==> src/rtl/sc_io_pkg.sv <==
// sc_io_pkg: register offsets and defaults for the memory-mapped I/O unit
package sc_io_pkg;
  localparam logic [4:0] OFF_OUT_BASE = 5'd0;
  localparam logic [4:0] OFF_IN_BASE  = 5'd16;
  localparam logic [4:0] OFF_MASK     = 5'd29;
  localparam logic [4:0] OFF_STATUS   = 5'd30;
  localparam logic [4:0] OFF_CYCLE    = 5'd31;
  localparam int IO_SEL_BIT_DEF = 7;
endpackage

==> src/rtl/sc_io_sync_detect.sv <==
// sc_io_sync_detect: 3-stage input synchroniser; sync_o = stage 2, change_o = stage 2 differs from stage 3
module sc_io_sync_detect
  import sc_io_pkg::*;
#(
  parameter int WIDTH = 32
) (
  input  logic             clock,
  input  logic             reset,
  input  logic [WIDTH-1:0] in_i,
  output logic [WIDTH-1:0] sync_o,
  output logic             change_o
);
  logic [WIDTH-1:0] s1_q, s2_q, s3_q;
  always_ff @(posedge clock) begin
    if (reset) begin
      s1_q <= '0;
      s2_q <= '0;
      s3_q <= '0;
    end else begin
      s1_q <= in_i;
      s2_q <= s1_q;
      s3_q <= s2_q;
    end
  end
  assign sync_o   = s2_q;
  assign change_o = s2_q != s3_q;
endmodule

==> src/rtl/sc_io_ports.sv <==
// sc_io_ports: memory-mapped OUT/IN/MASK/STATUS/CYCLE registers with change-detect irq for the single-cycle CPU
module sc_io_ports
  import sc_io_pkg::*;
#(
  parameter int WIDTH      = 32,
  parameter int ADDR_W     = 32,
  parameter int N_IN       = 2,
  parameter int N_OUT      = 3,
  parameter int IO_SEL_BIT = IO_SEL_BIT_DEF
) (
  input  logic                   clock,
  input  logic                   reset,
  input  logic [ADDR_W-1:0]      addr,
  input  logic                   we,
  input  logic                   re,
  input  logic [WIDTH-1:0]       wdata,
  output logic [WIDTH-1:0]       rdata,
  output logic                   io_sel,
  input  logic [N_IN*WIDTH-1:0]  in_ports,
  output logic [N_OUT*WIDTH-1:0] out_ports,
  output logic                   irq
);
  logic [4:0] off;
  logic wr, clr;
  logic [WIDTH-1:0] in_s [N_IN];
  logic [N_IN-1:0] chg;
  logic [WIDTH-1:0] out_q [N_OUT];
  logic [WIDTH-1:0] out_d [N_OUT];
  logic [N_IN-1:0] mask_q, mask_d, status_q, status_d;
  logic [WIDTH-1:0] cycle_q;
  logic irq_q;
  logic unused_bits;
  assign off    = addr[6:2];
  assign io_sel = addr[IO_SEL_BIT];
  assign wr     = we & io_sel;
  assign clr    = re & io_sel & (off == OFF_STATUS);
  assign irq    = irq_q;
  assign unused_bits = ^{addr, wdata};
  for (genvar i = 0; i < N_IN; i++) begin : g_in
    sc_io_sync_detect #(.WIDTH(WIDTH)) u_sync (
      .clock   (clock),
      .reset   (reset),
      .in_i    (in_ports[i*WIDTH +: WIDTH]),
      .sync_o  (in_s[i]),
      .change_o(chg[i])
    );
  end
  for (genvar k = 0; k < N_OUT; k++) begin : g_out
    assign out_ports[k*WIDTH +: WIDTH] = out_q[k];
  end
  // A change event arriving on the clearing edge re-sets its flag.
  always_comb begin
    for (int k = 0; k < N_OUT; k++)
      out_d[k] = (wr && off == OFF_OUT_BASE + 5'(k)) ? wdata : out_q[k];
    mask_d   = (wr && off == OFF_MASK) ? wdata[N_IN-1:0] : mask_q;
    status_d = (clr ? '0 : status_q) | chg;
  end
  always_ff @(posedge clock) begin
    if (reset) begin
      for (int k = 0; k < N_OUT; k++) out_q[k] <= '0;
      mask_q   <= '0;
      status_q <= '0;
      cycle_q  <= '0;
      irq_q    <= 1'b0;
    end else begin
      for (int k = 0; k < N_OUT; k++) out_q[k] <= out_d[k];
      mask_q   <= mask_d;
      status_q <= status_d;
      cycle_q  <= cycle_q + 1'b1;
      irq_q    <= |(status_d & mask_d);
    end
  end
  always_comb begin
    rdata = '0;
    if (io_sel) begin
      for (int k = 0; k < N_OUT; k++)
        if (off == OFF_OUT_BASE + 5'(k)) rdata = out_q[k];
      for (int i = 0; i < N_IN; i++)
        if (off == OFF_IN_BASE + 5'(i)) rdata = in_s[i];
      if (off == OFF_MASK) rdata = WIDTH'(mask_q);
      if (off == OFF_STATUS) rdata = WIDTH'(status_q);
      if (off == OFF_CYCLE) rdata = cycle_q;
    end
  end
endmodule

==> config.mk <==
export PLATFORM = sky130hd
export DESIGN_NAME = sc_io_ports
export DESIGN_NICKNAME = d
export VERILOG_FILES = /design/src/rtl/sc_io_pkg.sv /design/src/rtl/sc_io_sync_detect.sv /design/src/rtl/sc_io_ports.sv
export SDC_FILE = /design/constraint.sdc
export NUM_CORES = 1
export LEC_CHECK = 0
export CORE_AREA = 2 2 152 154
export DETAILED_ROUTE_END_ITERATION = 7
export DIE_AREA = 0 0 154 156
export PLACE_DENSITY_LB_ADDON = 0.12
export SYNTH_ARGS = -nofsm -noshare
export SYNTH_HDL_FRONTEND = slang
export SYNTH_SLANG_ARGS = --single-unit
==> constraint.sdc <==
create_clock -name clock -period 4.9 [get_ports clock]
set_clock_uncertainty 0.15 [all_clocks]
set_input_delay 0.98 -clock clock [delete_from_list [all_inputs] [get_ports clock]]
set_output_delay 0.98 -clock clock [all_outputs]
set_load 0.01 [all_outputs]
==> impl_metrics.tcl, run 1 <==
set metrics [dict create \
    period_share_pct 94.62 \
    routedWlPerCell_um 18.22 \
    p_sw_mw 1.243 \
    cp_slowest_cell "clkdlybuf4s50_1" \
    grt_pass1_vias 9480 \
    synth_top_area_share_pct 53.33 \
    clk_pin_slew_worst_paths_ns 0.06 \
    worstPathCellList "clkdlybuf4s50_1 > buf_4 > mux2i_1 > o21a_1 > o21ai_0 > a31oi_1 > nor3_1 > clkdlybuf4s50_1" \
    cap_violations 0 \
    drt_iter0_drc 977 \
    grt_use_total_pct 27.68 \
    maxSlewViolCount 0 \
    post-route-min-period_ns 4.637 \
    cp_max_fo 36 \
    die-area_mm2 0.02402 \
    finalWirelength_um 34050 \
    vias_per_cell 5.433 \
    irDropWorstVdd_v 0.0002526 \
    hold_buffers 0 \
    required_ns 3.77 \
    worstSetupPathType "in -> out" \
    overflow 0 \
    synthDistinctLibCells 39 \
    whs_ns 0.2826 \
    worstSkewPairLatency_ns 0.57 \
    hpwl_um 23850 \
    hold_class "reg -> reg" \
    cellInternalPower_mw 4.380 \
    worst_pin_slew_ns 1.032 \
    grt_pass1_wl_um 52080 \
    design_area_mm2 0.01601 \
    clockBufferDepth 3 \
    htree_levels 1 \
    yosysTopAreaCell "dfxtp_1" \
    setup_tns_ns 0 \
    maxSlewHeadroom_pct 31.18 \
    synth.top_cells.by_area "dfxtp_1, nor2b_1, nand2_1" \
    numClockSinks 325 \
    gp_congestion 0.9030 \
    clock.fmax_mhz 215.7 \
    syn_area_mm2 0.01220 \
    synth_fp_nets 1471 \
    rsz0062_at_grt "no" \
    drc 0 \
    coreArea_mm2 0.02237 \
    io_pins 262 \
    cts_resized 0 \
    diodes 0 \
    final_cell_count_no_fill 1869 \
    grt_max_degree 159 \
    portBuffers 235 \
    sequentialPowerShare_pct 49.0 \
    power-per-cell-area_mw_per_mm2 351.1 \
    vias 10160 \
    placed_cell_area_mm2 0.01491 \
    cpMostUsedCell "clkdlybuf4s50_1" \
    drt-pass1-iter-count 6 \
    antenna_found_initial 0 \
    ys_seq_area_share_pct 53.33 \
    crit_path_start_kind "input port" \
    cts_tree "yes" \
    comb_power_share_pct 5.8 \
    finalNetCount 1693 \
    drive_gt1_share_pct 7.134 \
    finalSetupViolations 0 \
    initial_core_util_pct 54.55 \
    leakagePower_nw 5.579 \
    ant_nets 0 \
    rows 55 \
    clock-root-buffer "clkbuf_16" \
    synthesis.instances 1338 \
    clkPwrFrac_pct 45.2 \
    cts_setup_buffers 0 \
    area_growth_pct 31.26 \
    hold_violations 0 \
    critPathBufInv 3 \
    cts_made_buffers 31 \
    cpPeakStageDelay_ns 0.62 \
    swShare_pct 22.11 \
    die_x_um 154 \
    ys.warnings.count 0 \
    crit_family "buffers and inverters" \
    place_inst 1812 \
    endpoint_kind "primary output" \
    run_status "finished, final reports clean" \
    syn_area_per_cell_um2 9.118 \
    total_power_mw 5.623 \
    yosys_register_bits 325 \
    cp.arrival_ns 3.51 \
    die_h_um 156 \
]
## stage by stage
stage | utilization (%) | worst slack (ns)
4_1_cts | 71.60 | 0.3309
2_1_floorplan | - | 1.557
3_3_place_gp | 66.68 | 0.3543
6_report | 71.60 | 0.2635
5_1_grt | 71.60 | 0.1828
3_5_place_dp | 66.68 | 0.3571
## metal layers
layer / track usage (%) / wire length, um / part of all wire, % / vias up
met4: 10.10 / 1178 / 3.5 / 0
met3: 5.444 / 2928 / 8.6 / 62
met1: 36.56 / 14110 / 41 / 4736
met5: 0 / 0 / 0 / -
met2: 45.31 / 15840 / 47 / 458
li1: - / - / - / 4899
## final timing paths
check	slack [ns]	end	start	depth (start not counted)
max	0.26	rdata[0]	addr[2]	8
min	0.28	g_in[1].u_sync.sync_o[10]$_SDFF_PP0_	g_in[1].u_sync.s1_q[10]$_SDFF_PP0_	1
max reg2reg	2.73	cycle_q[28]$_SDFF_PP0_	cycle_q[0]$_SDFF_PP0_	6
min reg2reg	0.28	g_in[1].u_sync.sync_o[10]$_SDFF_PP0_	g_in[1].u_sync.s1_q[10]$_SDFF_PP0_	1
## state kept, by name, summed over array words and instances (netlist names)
signal	cells
g_in.u_sync.s3_q	64
out_q	96
mask_q	2
cycle_q	32
g_in.u_sync.sync_o	64
g_in.u_sync.s1_q	64
status_q	2
irq	1
## synth_stat cells
master / number
a21oi_1: 107
a222oi_1: 30
a22o_1: 1
a2bb2oi_1: 1
a31oi_1: 3
a32o_1: 1
and3_1: 8
and3_4: 1
and4_1: 4
and4_4: 1
buf_1: 3
buf_2: 23
buf_4: 1
clkbuf_1: 61
dfxtp_1: 325
ha_1: 1
inv_1: 3
mux2i_1: 33
nand2_1: 267
nand2b_1: 3
nand3_1: 16
nand3b_1: 5
nand4_1: 23
nand4_2: 3
nor2_1: 31
nor2b_1: 195
nor3_1: 5
nor3_2: 4
nor3_4: 1
nor3b_2: 1
nor4_1: 6
o211ai_1: 1
o21a_1: 2
o21ai_0: 43
o21ai_1: 30
or2_2: 1
or3_1: 7
xnor2_1: 75
xor2_1: 12
## kinds of logic after synthesis
| logic type | share of synthesized area, % |
|---|---|
| AOI/OAI and AO/OA | 10.41 |
| and+or+nand+nor | 24.14 |
| DFF | 53.33 |
| buffers and inverters | 3.066 |
| muxes | 2.707 |
| adders and majority gates | 0.1025 |
| xor gates and xnor gates | 6.246 |
## worst reg2reg max path, delay by kind of cell (launching register included)
| family | cells | cell delay [ns] |
|---|---|---|
| adders and majority gates | 1 | 0.27 |
| and+or+nand+nor | 4 | 1.04 |
| AOI/OAI and AO/OA | 1 | 0.21 |
| DFF | 1 | 0.40 |
## power by group through the flow
stage / logic [mW] / registers, mW / clock network [mW]
global route: 0.351 / 2.76 / 2.66
detailed placement: 0.321 / 2.82 / 0
finish: 0.324 / 2.76 / 2.54
CTS: 0.324 / 2.76 / 2.56
global placement: 0.317 / 2.81 / 0
floorplan: 0.171 / 2.80 / 0
## cell type report
type                    count  area (um^2)
clock buffers              39        845.8
fillers                  1756         6351
clock inverters            18        255.2
flip-flops and latches    325         6506
repair buffers            277         2693
multi-input cells         922         5346
well taps                 285        356.6
inverters                   3        11.26
## cell usage in the layout, fill, tap and decap left out, types with 5 or more instances in the layout
cell and count:
nand2_1 267, nor2b_1 194, clkdlybuf4s50_1 233, xnor2_1 75
nor4_1 6, and3_1 8, o21ai_1 30, a21oi_1 107
bufinv_16 5, mux2i_1 33, xor2_1 12, or3_1 7
nand4_1 23, buf_4 40, dfxtp_1 325, o21ai_0 42
nand3b_1 5, clkbuf_16 31, a222oi_1 30, clkinv_2 6
nor2_1 30, nand3_1 16
(Power assumes the default switching activity.)
==> inputs of run 2 (changes only) <==
Settings changed: DONT_BUFFER_PORTS set to 1.
==> run 2 against run 1 <==
Combinational power shrank 53%; count of clock-buffer cells in the layout increased by 9; design area shrank 16%; sequential power is essentially flat; first-iteration DRC count fell by 4.4%; non-clock buffer count decreased by 262; fmax up 19%; die area unchanged; wire length shrank 6.5%; total power is 1.7% lower; global-route usage shrank 1.7 points; critical path depth fell by 2.
==> impl_metrics.tcl, run 2 (synthesized netlist as in run 1, its figures left out) <==
set metrics [dict create \
    cellInternalPower_mw 4.406 \
    cts_tree "yes" \
    maxSlewViolCount 0 \
    finalNetCount 1434 \
    overflow 0 \
    largest_reg_flops 96 \
    max_flop_register "out_q" \
    clkPwrFrac_pct 47.3 \
    cp_max_fo 45 \
    cts_resized 0 \
    clock-root-buffer "clkbuf_16" \
    clockBufferDepth 3 \
    hold_buffers 0 \
    crit_path_start_kind "input port" \
    cts_setup_buffers 0 \
    hpwl_um 22170 \
    numClockSinks 325 \
    run_status "finished, final reports clean" \
    cts_made_buffers 34 \
    htree_levels 2 \
    finalSetupViolations 0 \
    io_pins 262 \
    drc 0 \
    clk_pin_slew_worst_paths_ns 0.06 \
    drt_iter0_drc 934 \
    cp.arrival_ns 2.77 \
    period_share_pct 79.62 \
    setup_tns_ns 0 \
    grt_pass1_wl_um 48140 \
    hold_violations 0 \
    routedWlPerCell_um 19.78 \
    die_x_um 154 \
    swShare_pct 20.30 \
    antenna_found_initial 5 \
    grt_use_total_pct 25.96 \
    fillCellCount 1940 \
    sequentialPowerShare_pct 49.9 \
    rows 55 \
    rsz0062_at_grt "no" \
    worst_pin_slew_ns 0.9041 \
    vias 8939 \
    worstSetupPathType "in -> out" \
    hold_class "reg -> reg" \
    clock.fmax_mhz 256.3 \
    grt_pass1_vias 8357 \
    die-area_mm2 0.02402 \
    leakagePower_nw 4.614 \
    mostFrequentLayoutCells "dfxtp_1, nand2_1, nor2b_1" \
    comb_power_share_pct 2.8 \
    total_power_mw 5.528 \
    finalWirelength_um 31850 \
    drt-pass1-iter-count 6 \
    required_ns 3.77 \
    final_common_cell "dfxtp_1" \
    die_h_um 156 \
    initial_core_util_pct 54.55 \
    gp_congestion 0.8935 \
    post-route-min-period_ns 3.901 \
    power-per-cell-area_mw_per_mm2 410.0 \
    worstSkewPairLatency_ns 0.51 \
    maxSlewHeadroom_pct 39.53 \
    irDropWorstVdd_v 0.0002647 \
    cap_violations 0 \
    endpoint_kind "primary output" \
    drive_gt1_share_pct 6.198 \
    portBuffers 0 \
    grt_max_degree 325 \
    p_sw_mw 1.122 \
    vias_per_cell 5.552 \
    ant_nets 0 \
    coreArea_mm2 0.02237 \
    area_growth_pct 10.50 \
]
[run 2: cell count changes in the layout (fill, tap and decap cells not counted), sizes merged, moves of 2 or more]
cell           previous run  this run
diode                     0         2
clkinv                    8         3
buf                      44        15
clkbuf                   39        48
clkinvlp                  4         2
clkdlybuf4s50           233         0
[run 2: per-stage QoR]
step / util (%) / hold WS, ns / cell area, um^2 / setup WS (ns) / cells
6_report: 60.28 / 0.2785 / 13480 / 0.9985 / 1610
5_1_grt: 60.27 / 0.3001 / 13480 / 0.9454 / 1609
4_1_cts: 60.26 / 0.2804 / 13480 / 1.086 / 1608
3_5_place_dp: 55.14 / 0.2712 / 12330 / 1.090 / 1550
3_3_place_gp: 55.14 / 0.2719 / 12330 / 1.102 / 1550
2_1_floorplan: - / 0.2638 / 12200 / 1.557 / 1338
[run 2: metal layers]
| layer | global-route usage, % | up-vias | wire length (um) |
|---|---|---|---|
| li1 | - | 4384 | - |
| met1 | 35.30 | 4151 | 13860 |
| met2 | 39.63 | 359 | 14080 |
| met3 | 7.833 | 43 | 3065 |
| met4 | 8.545 | 2 | 833 |
| met5 | 0 | - | 13 |
[run 2: final cells by class]
class | count | area, um^2 | area share, %
sequential | 325 | 6506 | 48.26
multi-input combinational | 922 | 5346 | 39.66
antenna | 2 | 5.005 | 0.03712
inverter | 3 | 11.26 | 0.08353
tap | 285 | 356.6 | 2.645
clock buffer | 48 | 984.7 | 7.304
timing repair buffer | 15 | 112.6 | 0.8353
clock inverter | 10 | 158.9 | 1.179
[run 2: worst paths after layout]
| check | startpoint | endpoint | slack [ns] | depth (start not counted) |
|---|---|---|---|---|
| worst max-delay path | addr[2] | rdata[15] | 1.0 | 6 |
| worst min-delay path | g_in[1].u_sync.s1_q[22]$_SDFF_PP0_ | g_in[1].u_sync.sync_o[22]$_SDFF_PP0_ | 0.28 | 1 |
| worst max register to register | g_in[0].u_sync.sync_o[24]$_SDFF_PP0_ | irq$_SDFF_PP0_ | 2.78 | 5 |
| worst min register to register | g_in[1].u_sync.s1_q[22]$_SDFF_PP0_ | g_in[1].u_sync.sync_o[22]$_SDFF_PP0_ | 0.28 | 1 |
[run 2: critical path, stage by stage]
cell and delay (ns):
nor2b_2 0.15, buf_4 0.19, and3_1 0.33, buf_4 0.23, a222oi_1 0.65, o21ai_1 0.22
[run 2: power groups by stage]
stage               combinational [mW]  sequential [mW]  clock [mW]
floorplan                        0.171             2.80           0
global placement                 0.152             2.82           0
detailed placement               0.154             2.82           0
CTS                              0.155             2.76        2.65
global route                     0.169             2.77        2.77
finish                           0.153             2.76        2.61
